File: src/rtl/brisc_pkg.sv
// Shared types and limits for the brisc memory-side blocks.
// Holds the memory arbiter FSM encoding and its elaboration bounds.
package brisc_pkg;

    typedef enum logic [1:0] {
        ARB_IDLE  = 2'd0,
        ARB_ISSUE = 2'd1,
        ARB_WAIT  = 2'd2
    } mem_arb_state_e;

    localparam int MEM_ARB_MAX_CTRL = 4;

endpackage

File: src/rtl/mem_arbiter_if.sv
// Requester and memory buses of mem_arbiter bundled into one interface.
// master = arbiter side, slave = requesters plus memory.
interface mem_arbiter_if #(
    parameter int CTRL       = 1,
    parameter int ADDR_WIDTH = 32,
    parameter int DATA_WIDTH = 128
);
    localparam int N = 2 ** CTRL;

    // Handshakes: a request transfers in the cycle where valid and ready are
    // both high; valid is held unchanged until then. Responses are one-cycle
    // pulses with no ready, and data is meaningful only alongside the pulse.
    logic [N-1:0]            req_valid;
    logic [ADDR_WIDTH-1:0]   req_addr  [N];
    logic [N-1:0]            req_write;
    logic [DATA_WIDTH-1:0]   req_wdata [N];
    logic [N-1:0]            req_ready;
    logic [N-1:0]            resp_valid;
    logic [DATA_WIDTH-1:0]   resp_data;

    logic                    mem_req_valid;
    logic                    mem_req_ready;
    logic [ADDR_WIDTH-1:0]   mem_req_addr;
    logic                    mem_req_write;
    logic [DATA_WIDTH-1:0]   mem_req_wdata;
    logic                    mem_resp_valid;
    logic [DATA_WIDTH-1:0]   mem_resp_data;

    modport master (
        input  req_valid, req_addr, req_write, req_wdata,
        input  mem_req_ready, mem_resp_valid, mem_resp_data,
        output req_ready, resp_valid, resp_data,
        output mem_req_valid, mem_req_addr, mem_req_write, mem_req_wdata
    );

    modport slave (
        output req_valid, req_addr, req_write, req_wdata,
        output mem_req_ready, mem_resp_valid, mem_resp_data,
        input  req_ready, resp_valid, resp_data,
        input  mem_req_valid, mem_req_addr, mem_req_write, mem_req_wdata
    );

endinterface

File: src/rtl/mem_arbiter_demux.sv
// Generic 1-to-2**CTRL demultiplexer: the selected output lane carries inp,
// all other lanes are zero.
module demux #(
    parameter int CTRL       = 1,
    parameter int DATA_WIDTH = 1
) (
    input  logic [DATA_WIDTH-1:0]            inp,
    input  logic [CTRL-1:0]                  ctrl,
    output logic [(2**CTRL)*DATA_WIDTH-1:0]  out
);

    always_comb begin
        out = '0;
        out[int'(ctrl)*DATA_WIDTH +: DATA_WIDTH] = inp;
    end

endmodule

File: src/rtl/mem_arbiter.sv
// Shares one memory port among 2**CTRL requesters, one transaction in flight.
// Define MEM_ARB_RR_EN for round-robin; otherwise lowest index wins.
module mem_arbiter
    import brisc_pkg::*;
#(
    parameter int CTRL       = 1,
    parameter int ADDR_WIDTH = 32,
    parameter int DATA_WIDTH = 128
) (
    input  logic            clk,
    input  logic            reset,
    mem_arbiter_if.master   bus,
    output logic            busy,
    output logic [CTRL-1:0] grant_idx,
    output mem_arb_state_e  state_dbg
);

    localparam int N = 2 ** CTRL;

    generate
        if (CTRL < 1 || CTRL > MEM_ARB_MAX_CTRL) begin : g_bad_ctrl
            $error("mem_arbiter: CTRL out of range");
        end
    endgenerate

    mem_arb_state_e         state;
    logic [CTRL-1:0]        grant_q;
    logic [ADDR_WIDTH-1:0]  addr_q;
    logic                   write_q;
    logic [DATA_WIDTH-1:0]  wdata_q;
    logic [N-1:0]           resp_valid_q;
    logic [DATA_WIDTH-1:0]  resp_data_q;
    logic [CTRL-1:0]        scan_base;
    logic [CTRL-1:0]        winner;
    logic                   grant_now;
    logic                   resp_fire;
    logic [N-1:0]           req_ready_c;
    logic [N-1:0]           demux_out;

`ifdef MEM_ARB_RR_EN
    logic [CTRL-1:0]        rr_ptr;
    assign scan_base = rr_ptr;
`else
    assign scan_base = '0;
`endif

    // First requester at or above base, wrapping modulo N.
    function automatic logic [CTRL-1:0] pick_winner(input logic [N-1:0] reqs,
                                                    input logic [CTRL-1:0] base);
        logic [CTRL-1:0] idx;
        logic            found;
        pick_winner = base;
        found       = 1'b0;
        for (int i = 0; i < N; i++) begin
            idx = base + CTRL'(i);
            if (!found && reqs[idx]) begin
                pick_winner = idx;
                found       = 1'b1;
            end
        end
    endfunction

    assign winner    = pick_winner(bus.req_valid, scan_base);
    assign grant_now = !reset && (state == ARB_IDLE) && (|bus.req_valid);
    assign resp_fire = bus.mem_resp_valid && (state == ARB_WAIT);

    always_comb begin
        req_ready_c = '0;
        if (grant_now) req_ready_c[winner] = 1'b1;
    end

    demux #(
        .CTRL       (CTRL),
        .DATA_WIDTH (1)
    ) u_resp_demux (
        .inp  (resp_fire),
        .ctrl (grant_q),
        .out  (demux_out)
    );

    always_ff @(posedge clk) begin
        if (reset) begin
            state        <= ARB_IDLE;
            grant_q      <= '0;
            addr_q       <= '0;
            write_q      <= 1'b0;
            wdata_q      <= '0;
            resp_valid_q <= '0;
            resp_data_q  <= '0;
`ifdef MEM_ARB_RR_EN
            rr_ptr       <= '0;
`endif
        end else begin
            resp_valid_q <= demux_out;
            if (resp_fire) resp_data_q <= bus.mem_resp_data;
            case (state)
                ARB_IDLE: begin
                    if (|bus.req_valid) begin
                        grant_q <= winner;
                        addr_q  <= bus.req_addr[winner];
                        write_q <= bus.req_write[winner];
                        wdata_q <= bus.req_wdata[winner];
                        state   <= ARB_ISSUE;
                    end
                end
                ARB_ISSUE: begin
                    if (bus.mem_req_ready) state <= ARB_WAIT;
                end
                ARB_WAIT: begin
                    // Pointer moves only on completion so an abandoned
                    // transaction never skews fairness.
                    if (bus.mem_resp_valid) begin
`ifdef MEM_ARB_RR_EN
                        rr_ptr <= grant_q + 1'b1;
`endif
                        state  <= ARB_IDLE;
                    end
                end
                default: state <= ARB_IDLE;
            endcase
        end
    end

    assign bus.req_ready     = req_ready_c;
    assign bus.resp_valid    = resp_valid_q;
    assign bus.resp_data     = resp_data_q;
    assign bus.mem_req_valid = (state == ARB_ISSUE);
    assign bus.mem_req_addr  = addr_q;
    assign bus.mem_req_write = write_q;
    assign bus.mem_req_wdata = wdata_q;
    assign busy              = (state != ARB_IDLE);
    assign grant_idx         = grant_q;
    assign state_dbg         = state;

endmodule

File: src/flat_wrapper.sv
// flat-port wrapper written by rule: the top's interface ports become plain ports
module mem_arbiter_flat import brisc_pkg::*;
#(
    parameter int CTRL       = 1,
    parameter int ADDR_WIDTH = 32,
    parameter int DATA_WIDTH = 128
)
  (clk, reset, busy, grant_idx, state_dbg, bus_req_valid, bus_req_addr, bus_req_write, bus_req_wdata, bus_mem_req_ready, bus_mem_resp_valid, bus_mem_resp_data, bus_req_ready, bus_resp_valid, bus_resp_data, bus_mem_req_valid, bus_mem_req_addr, bus_mem_req_write, bus_mem_req_wdata);
  mem_arbiter_if #(.CTRL(CTRL), .ADDR_WIDTH(ADDR_WIDTH), .DATA_WIDTH(DATA_WIDTH)) bus_i ();
  input  logic clk;
  input  logic reset;
  output logic busy;
  output logic [CTRL-1:0] grant_idx;
  output mem_arb_state_e state_dbg;
  input wire logic [$bits(bus_i.req_valid)-1:0] bus_req_valid;
  input wire logic [$bits(bus_i.req_addr)-1:0] bus_req_addr;
  input wire logic [$bits(bus_i.req_write)-1:0] bus_req_write;
  input wire logic [$bits(bus_i.req_wdata)-1:0] bus_req_wdata;
  input wire logic [$bits(bus_i.mem_req_ready)-1:0] bus_mem_req_ready;
  input wire logic [$bits(bus_i.mem_resp_valid)-1:0] bus_mem_resp_valid;
  input wire logic [$bits(bus_i.mem_resp_data)-1:0] bus_mem_resp_data;
  output wire logic [$bits(bus_i.req_ready)-1:0] bus_req_ready;
  output wire logic [$bits(bus_i.resp_valid)-1:0] bus_resp_valid;
  output wire logic [$bits(bus_i.resp_data)-1:0] bus_resp_data;
  output wire logic [$bits(bus_i.mem_req_valid)-1:0] bus_mem_req_valid;
  output wire logic [$bits(bus_i.mem_req_addr)-1:0] bus_mem_req_addr;
  output wire logic [$bits(bus_i.mem_req_write)-1:0] bus_mem_req_write;
  output wire logic [$bits(bus_i.mem_req_wdata)-1:0] bus_mem_req_wdata;
  assign bus_i.req_valid = bus_req_valid;
  assign bus_i.req_addr = {>>{bus_req_addr}};
  assign bus_i.req_write = bus_req_write;
  assign bus_i.req_wdata = {>>{bus_req_wdata}};
  assign bus_i.mem_req_ready = bus_mem_req_ready;
  assign bus_i.mem_resp_valid = bus_mem_resp_valid;
  assign bus_i.mem_resp_data = bus_mem_resp_data;
  assign bus_req_ready = bus_i.req_ready;
  assign bus_resp_valid = bus_i.resp_valid;
  assign bus_resp_data = bus_i.resp_data;
  assign bus_mem_req_valid = bus_i.mem_req_valid;
  assign bus_mem_req_addr = bus_i.mem_req_addr;
  assign bus_mem_req_write = bus_i.mem_req_write;
  assign bus_mem_req_wdata = bus_i.mem_req_wdata;
  mem_arbiter #(.CTRL(CTRL), .ADDR_WIDTH(ADDR_WIDTH), .DATA_WIDTH(DATA_WIDTH)) u_core (.clk(clk), .reset(reset), .bus(bus_i), .busy(busy), .grant_idx(grant_idx), .state_dbg(state_dbg));
endmodule
File: config.mk
export PLATFORM = sky130hd
export DESIGN_NAME = mem_arbiter_flat
export DESIGN_NICKNAME = d
export VERILOG_FILES = /design/src/rtl/brisc_pkg.sv /design/src/rtl/mem_arbiter_if.sv /design/src/rtl/mem_arbiter_demux.sv /design/src/rtl/mem_arbiter.sv /design/src/flat_wrapper.sv
export SDC_FILE = /design/constraint.sdc
export NUM_CORES = 1
export LEC_CHECK = 0
export CAP_MARGIN = 30
export CORE_AREA = 2 2 293 295
export CTS_CLUSTER_DIAMETER = 200
export CTS_CLUSTER_SIZE = 24
export DETAILED_ROUTE_END_ITERATION = 7
export DIE_AREA = 0 0 295 297
export GPL_ROUTABILITY_DRIVEN = 0
export SYNTH_ARGS = -nofsm -noshare
export SYNTH_HDL_FRONTEND = slang
export SYNTH_SLANG_ARGS = --single-unit
File: constraint.sdc
create_clock -name clk -period 1.8 [get_ports clk]
set_input_delay 0.36 -clock clk [delete_from_list [all_inputs] [get_ports clk]]
set_output_delay 0.36 -clock clk [all_outputs]
set_load 0.02 [all_outputs]
# Word level (Yosys, flattened, before mapping)
# Cells that the tools add are included.
[classes] n_bitwise=2 n_eq_ne=5 shifts=2 order_cmp=3 n_addsub=1 n_mux=17 n_reduce_logical=12
[ops] cell="2-to-1 mux 128 bit" count=3
[ops] cell="2-to-1 mux 32 bit" count=3
[ops] cell="negator 1 -> 33 bit" count=1
[ops] cell="variable shift 1 x 33 -> 2 bit, first input constant" count=1
[ops] cell="variable part select 1 x 33 -> 2 bit" count=1
[ops] cell="2-to-1 mux 2 bit" count=4
[ops] cell="inequality test 2 bit, second input constant" count=3
[ops] cell="case mux 2 bit (3 select lines)" count=1
[ops] cell="logical AND 1 bit" count=5
[ops] cell="2-to-1 mux 1 bit" count=5
[ops] cell="AND reduction 3 bit" count=1
[ops] cell="bitwise AND 2 bit" count=1
[ops] cell="equality test 2 x 1 -> 1 bit, second input constant" count=1
[ops] cell="equality test 2 bit, second input constant" count=1
[ops] cell=">= comparator 2 bit, second input constant" count=1
[ops] cell="logical NOT 1 bit" count=2
[ops] cell="logical NOT 2 bit" count=1
[ops] cell="< comparator 1 x 2 -> 1 bit, second input constant" count=1
[ops] cell="NOT 1 -> 2 bit" count=1
[ops] cell="AND reduction 2 bit" count=1
[ops] cell="nonzero test 2 bit" count=1
[ops] cell="OR reduction 2 bit" count=1
[ops] cell="demux 1 bit (select 1 bit)" count=1
[ops] cell=">= comparator 1 bit, second input constant" count=1
[word_totals] elab_cells=49 output_inout_bits=298 reg_bits=294 in_bits=456

# Longest topological paths before layout
# Gate-level depths: netlist of run 1.
[depth] word_depth=9 ltp_mapped=6 depth_no_buf=4

# By module
# Synthesis of run 1 repeated with hierarchy kept, for this count alone.
[unflattened] cells_unflattened=1447 area_unflattened_um2=11542.3
[modules_own_cells] module="mem_arbiter" instances=1 cells_per_inst=1445 area_each_um2=11526.1
[modules_own_cells] module="demux" instances=1 cells_per_inst=2 area_each_um2=16.3

# Least setup slack after synthesis of run 1
# OpenSTA, ideal clock, no wires.
[synth_timing] kind="register to output" from="register u_core.state[1], in the netlist u_core.state_dbg[1]" to="output bus_req_ready[1]" t_required_ps=1440 setup_slack_ps=-74 arrival_ps=1514 path_stages_with_launch=7 cell_sequence="dfxtp_1 nor2_2 buf_4 buf_6 buf_6 nand2_1 nor3_1"
[synth_via] elab_chain_cells=4
[synth_lines] item="start: declaration" line="mem_arbiter.sv:26" rtl="mem_arb_state_e state;"
[synth_lines] item="start signal: assignment" line="mem_arbiter.sv:83" rtl="state <= ARB_IDLE;"
[synth_lines] item="start signal: assignment" line="mem_arbiter.sv:103" rtl="state <= ARB_ISSUE;"
[synth_lines] item="start signal: assignment" line="mem_arbiter.sv:107" rtl="if (bus.mem_req_ready) state <= ARB_WAIT;"
[synth_lines] item="logical NOT 2 bit" line="mem_arbiter.sv:64" rtl="assign grant_now = !reset && (state == ARB_IDLE) && (|bus.req_valid);"
[synth_lines] item="logical AND 1 bit (2 in series)" line="mem_arbiter.sv:64"
[synth_lines] item="2-to-1 mux 2 bit" line="mem_arbiter.sv:69" rtl="if (grant_now) req_ready_c[winner] = 1'b1;"
[synth_lines] item="end: declaration" line="flat_wrapper.sv:22" rtl="output wire logic [$bits(bus_i.req_ready)-1:0] bus_req_ready;"
# No other way between the ends.

# Worst setup path in the final report of run 1
[layout_timing] from="register u_core.state[0], in the netlist u_core.state_dbg[0]" to="output bus_req_ready[1]"
# The elaborated chain is that of the path after synthesis.

==> run metrics, run 1 <==
Flop pwr share 45.0%; Rows 107; synthesis-stage register bit count 294; Switching Share 32.24%; # DRC 0; gr ovfl total 0; RSZ-0062 raised after global routing true; GRT Total Usage 12.80%; Mean Syn Cell Area a little over 8 um2; Total Routed Length between 60,000 and 70,000 um; initial antenna violation count 2; Crit path buffers/inverters 3; Yosys top cell area share a little under half; drt wl/cell 18.08 um; Power Dens Cells 742.9 nW/um2; max_cap viols 0; syn nets approximately 2,000; clock network fraction of total power 26.1%; fmax between 500 and 600 MHz; CORE AREA approximately 84,000 um2; die footprint between 80,000 and 90,000 um2; Port Buffers 753; Die W 295 um; Synth area leader dfxtp_1; Pre-antenna DRT Iters 5; Max Root-Sink Buffers 3; failing checks negative setup slack; Final Core Density roughly 26%; Vias between 10,000 and 15,000; share of cells above drive strength 1 9.556%; fillers around 9,300; status finished, violations left; Ports ~750; CP Class flip-flop to output pin; H-tree depth 1; final worst slack -0.1923 ns; post-DP HPWL between 40,000 and 50,000 um; Mapped Cells 1,495; Final Max Tran Viols 0; final setup fails 3; HP Class input port to flip-flop; Comb power frac about 29%; Peak VDD IR roughly 0.00065 V; post-synthesis to final-layout area growth 76.21%; final hold vios 0; Total Nets Final 2,664; post-route clock period utilization 110.7%; clock latency on the worst-skew pair between 0.5 and 0.6 ns; CTS tree yes; synthesized cell area 12,330 um2; Crit-path slowest cell dfxtp_2; Hold Buf Count CTS 0; chip height 297 um; Rel. slew slack about 61%; cts bufs inserted 16; critical path arrival ~1.6 ns; Pleak roughly 0.0088 uW; number of synthesized flops with an enable pin 0; Clock Skew about 0.027 ns; post-layout min period roughly 2 ns; Initial Util 14.59%; critical path required time roughly 1.4 ns; Synth area leaders dfxtp_1 48%, nand2_1 18%, a21oi_1 12%; clock sink total 294; Root Driver clkbuf_16; Vias/cell 4.011; first-pass GRT wire length around 86,000 um; Crit. End Element output pin; Top FF cell, synth dfxtp_1; CP dominant cell by count buf_6; largest net degree at the start of global routing 107; crit-path cells nor2_4, buf_12, nand2_2, nor3_4, buf_6, buf_6; Unique masters post-synth 25; Post-synth ARST share 0%; vias in the first global route between 10,000 and 15,000; DP Worst Slack -0.6370 ns; Reg clk slew, reported paths around 0.12 ns; Crit path max-delay family buffers and inverters; sw power between 5000 and 6000 uW; Routed Antenna Nets 0; initial detailed-routing violation count 611; Slew @ Worst Pin around 0.59 ns; CP Launch Type flip-flop; CP Max Fanout 3; synthesis warning total 0; sequential area share after synthesis between 40 and 50%; Int Power 10,940 uW; Worst path max stage delay ~0.35 ns
per-layer routing:
metal	global-route usage (%)	up-vias	share of wire, %
met5	0	-	0
met4	3.086	0	2.0
met3	3.489	50	8.3
met2	21.80	529	47
met1	15.86	6284	42
li1	-	6587	-
power groups by stage:
stage                     logic [uW]  clock network, uW  registers (uW)
final                           4660               4210            7260
after global routing            5000               4640            7320
after detailed placement        4930                  0            7430
after CTS                       4650               4430            7270
after global placement          4940                  0            7420
after floorplan                 1590                  0            7970
final timing paths:
| kind | from | to | slack (ns) | depth (start not counted) |
|---|---|---|---|---|
| max reg2reg | u_core.state_dbg[0]$_SDFFE_PP0P_ | u_core.bus.mem_req_wdata[78]$_SDFFE_PP0P_ | 0.07 | 6 |
| min | reset | u_core.grant_idx$_SDFFE_PP0P_ | 0.14 | 3 |
| max | u_core.state_dbg[0]$_SDFFE_PP0P_ | bus_req_ready[1] | -0.19 | 6 |
| min reg2reg | u_core.bus.resp_data[22]$_SDFFE_PP0P_ | u_core.bus.resp_data[22]$_SDFFE_PP0P_ | 0.45 | 2 |
registers in the layout (all words and copies together), names as in the netlist:
signal	cells
u_core.bus.resp_valid	2
u_core.grant_idx	1
u_core.state_dbg	2
u_core.bus.mem_req_wdata	128
u_core.bus.mem_req_addr	32
u_core.bus.resp_data	128
u_core.bus.mem_req_write	1
cell type report:
type / count / area (um2) / share of cell area (%)
Timing Repair Buffer: 845 / 8279 / 38.11
Sequential cell: 294 / 5889 / 27.11
Multi-Input combinational cell: 1050 / 5674 / 26.12
Tap cell: 1144 / 1431 / 6.588
Clock buffer: 17 / 425.4 / 1.958
Clock inverter: 1 / 20.02 / 0.09214
Inverter: 1 / 3.754 / 0.01728
Antenna cell: 1 / 2.502 / 0.01152
cell usage in the layout (no fill, tap or decap), types with 2 or more instances in the layout:
cell type / count
clkdlybuf4s15_2: 2
a311oi_1: 87
dfxtp_2: 3
buf_12: 27
dlygate4sd2_1: 286
nor2_1: 3
buf_4: 64
a21oi_1: 291
a311oi_2: 74
dfxtp_1: 291
buf_16: 2
clkbuf_16: 19
clkdlybuf4s50_1: 454
buf_6: 5
nor2b_4: 2
nand2_1: 578
nor2_4: 2
stage by stage:
stage                     instances  cell area (um2)  power [uW]  setup TNS, ns  hold slack [ns]
after global routing           3352            21720       16960         -1.118           0.1287
final                          3353            21730       16140        -0.3841           0.1422
after global placement         3331            21520       12350         -57.36           0.4414
after floorplan                1495            12330        9563              0           0.4960
after CTS                      3350            21650       16350        -0.5299           0.1149
after detailed placement       3331            21520       12360         -52.98           0.4455
Yosys cell counts, types with 3 or more instances:
master and instances:
buf_2 84, clkbuf_4 3, buf_6 7, a311oi_2 74, nand2_1 579, a21oi_1 291
nor2_1 3, buf_1 3, a311oi_1 87, dfxtp_1 294, buf_4 23, clkbuf_1 30
tightest hold or removal path: cells and delay by family:
family,cells,cell delay [ns]
AO/OA/AOI/OAI,1,0.04
buffers and inverters,2,0.27
cell families after synthesis:
| logic type | Yosys count | synth area share (%) |
|---|---|---|
| simple gates | 596 | 18.49 |
| compound gates | 454 | 27.11 |
| flops | 294 | 47.74 |
| buf+inv | 151 | 6.667 |
timing repair:
| item | in CTS | in global routing |
|---|---|---|
| setup buffers | 1 | 0 |
| setup endpoints to repair | 380 | 35 |
| gates resized for setup | 328 | 9 |
| gates cloned | 0 | 2 |
| pin swaps | 2 | 0 |
No activity file was read; power rests on OpenSTA's default activity.
==> run 2: changes to the inputs <==
Settings changed: DONT_BUFFER_PORTS set to 1.
==> run 2 against run 1 <==
  * The flow finishes with violations (negative hold slack, negative setup slack)
  * Design area shrank 17%
  * Count of clock-buffer cells in the layout is the same
  * Die area is the same
  * Setup slack lost 0.0038 ns
  * Critical endpoint is now bus_req_ready[0]
  * Largest power group unchanged
  * Highest routed layer is now met5
==> run metrics, run 2 (synthesized netlist as in run 1, its figures left out) <==
M1 wire length 21,850 um (-15%); max_cap viols 0 (unchanged); post-route total power 15,460 uW (-4.2%); Worst path max stage delay 0.35 ns (about the same); clock latency on the worst-skew pair 0.56 ns (about the same); GRT Total Usage 11.32% (-1.5 points); Power Dens Cells 854.7 nW/um2 (+15%); Total Nets Final 2,216 (-17%); Peak VDD IR 0.0006976 V (+6.8%); fillers 8,999 (-3.2%); Crit-path slowest cell dfxtp_2; Max Root-Sink Buffers 3 (unchanged); Crit. End Element output pin; # DRC 0 (unchanged); drt wl/cell 20.03 um (+11%); Die W 295 um (unchanged); Ports 754 (unchanged); Port Buffers 0 (-100%); Hold WS -0.1294 ns (-0.2716 ns); Reg clk slew, reported paths 0.11 ns (about the same); share of cells above drive strength 1 12.95% (+3.4 points); HP Class input port to flip-flop; Vias/cell 4.320 (+7.7%); Routed met3 length 6032 um (+19%); final hold vios 73 (+73); chip height 297 um (unchanged); fmax 501.0 MHz (-0.19%); CP Max Fanout 2 (-1); initial detailed-routing violation count 846 (+38%); CP Launch Type flip-flop; Total Routed Length 58,320 um (-3.8%); Pleak 0.006208 uW (-29%); post-DP HPWL 38,460 um (-14%); CP Class flip-flop to output pin; Vias 12,580 (-6.5%); final setup TNS -4.894 ns (-4.510 ns); commonest cells after routing, fill and taps aside 578 x nand2_1, 296 x dlygate4sd3_1, 292 x dfxtp_1; post-synthesis to final-layout area growth 46.68%; CORE AREA 84,480 um2 (unchanged); largest net degree at the start of global routing 297 (+180%); clock sink total 294 (unchanged); final worst slack -0.1960 ns (-0.003779 ns); die footprint 87,620 um2 (unchanged); gr ovfl total 0 (unchanged); Initial Util 14.59% (unchanged); DP Area 13,820 um2 (-36%); status finished, violations left; CTS tree yes; Slew @ Worst Pin 1.125 ns (+0.5353 ns); critical path arrival 1.64 ns (about the same); initial antenna violation count 12 (+10); Rows 107 (unchanged); Final Max Tran Viols 0 (unchanged); post-route clock period utilization 110.9% (+0.21 points); post-layout min period 1.996 ns (+0.003779 ns); H-tree depth 1 (unchanged); vias in the first global route 11,490 (-13%); commonest non-fill, non-tap cell in the layout nand2_1; first-pass GRT wire length 75,080 um (-13%); crit-path cells nor2_4, buf_12, inv_8, nor3b_4, buf_6; Pre-antenna DRT Iters 6 (+1); final setup fails 123 (+120); Crit path buffers/inverters 3 (unchanged); critical path required time 1.44 ns (about the same); Max Used Layer met5; Clock Skew 0.02682 ns (-0.0001359 ns); RSZ-0062 raised after global routing true; Rel. slew slack 24.98% (-36 points); met2 wire length 27,260 um (-5.2%); Final Core Density 21.41% (-4.3 points); Final Instance Area 18,080 um2 (-17%); Routed Antenna Nets 0 (unchanged); Crit path max-delay family simple AND/OR/NAND/NOR gates; Root Driver clkbuf_16; cts bufs inserted 16 (unchanged); failing checks negative hold slack, negative setup slack
==> run 2: what timing repair did <==
item | 4_1_cts | 5_1_grt
resized for setup | 16 | 54
pin swaps | 7 | 4
setup buffers | 7 | 5
hold buffers | 194 | 102
setup endpoints to repair | 4 | 164
hold endpoints to repair | 294 | 185
gates cloned | 0 | 19
==> run 2: cell type report <==
class	instances	area [um2]	area share, %
Timing Repair Buffer	397	4463	24.68
Clock inverter	1	20.02	0.1107
Clock buffer	17	425.4	2.352
Sequential cell	294	5891	32.57
Inverter	1	11.26	0.06227
Antenna cell	8	20.02	0.1107
Multi-Input combinational cell	1050	5823	32.20
Tap cell	1144	1431	7.915
==> run 2: metal layers <==
layer	vias to the layer above	GRT usage (%)
li1	5705	-
met1	5958	12.25
met2	778	19.20
met3	136	3.967
met4	4	6.220
met5	-	0
==> run 2: power by group <==
| part | switching, uW | internal (uW) |
|---|---|---|
| sequential | 1030 | 6990 |
| combinational | 1590 | 1670 |
| clock | 2450 | 1730 |
==> run 2: path summary, 6_finish.rpt <==
path                                                                from                                          to  slack, ns  cells past startpoint
worst min register to register  u_core.bus.mem_req_addr[17]$_SDFFE_PP0P_    u_core.bus.mem_req_addr[17]$_SDFFE_PP0P_       0.52                      2
worst max-delay path                    u_core.state_dbg[1]$_SDFFE_PP0P_                            bus_req_ready[0]      -0.20                      5
worst min-delay path                                               reset    u_core.bus.mem_req_wdata[5]$_SDFFE_PP0P_      -0.13                      1
worst max register to register          u_core.state_dbg[1]$_SDFFE_PP0P_  u_core.bus.mem_req_wdata[105]$_SDFFE_PP0P_      -0.10                     10
==> run 2: worst reg2reg max path, stage by stage (launching register included) <==
cell and delay (ns):
dfxtp_2 0.35, nor2_4 0.17, buf_12 0.14, inv_8 0.03, buf_4 0.13, buf_6 0.11, nor2_4 0.18, buf_6 0.17
buf_12 0.16, clkbuf_16 0.19, a311oi_2 0.09
==> run 2: stage by stage <==
| step | setup slack (ns) | cells |
|---|---|---|
| after floorplan | 0.08451 | 1495 |
| after global placement | 0.1274 | 2560 |
| after detailed placement | 0.1507 | 2560 |
| after CTS | -0.3141 | 2779 |
| after global routing | -0.2979 | 2909 |
| final | -0.1960 | 2912 |
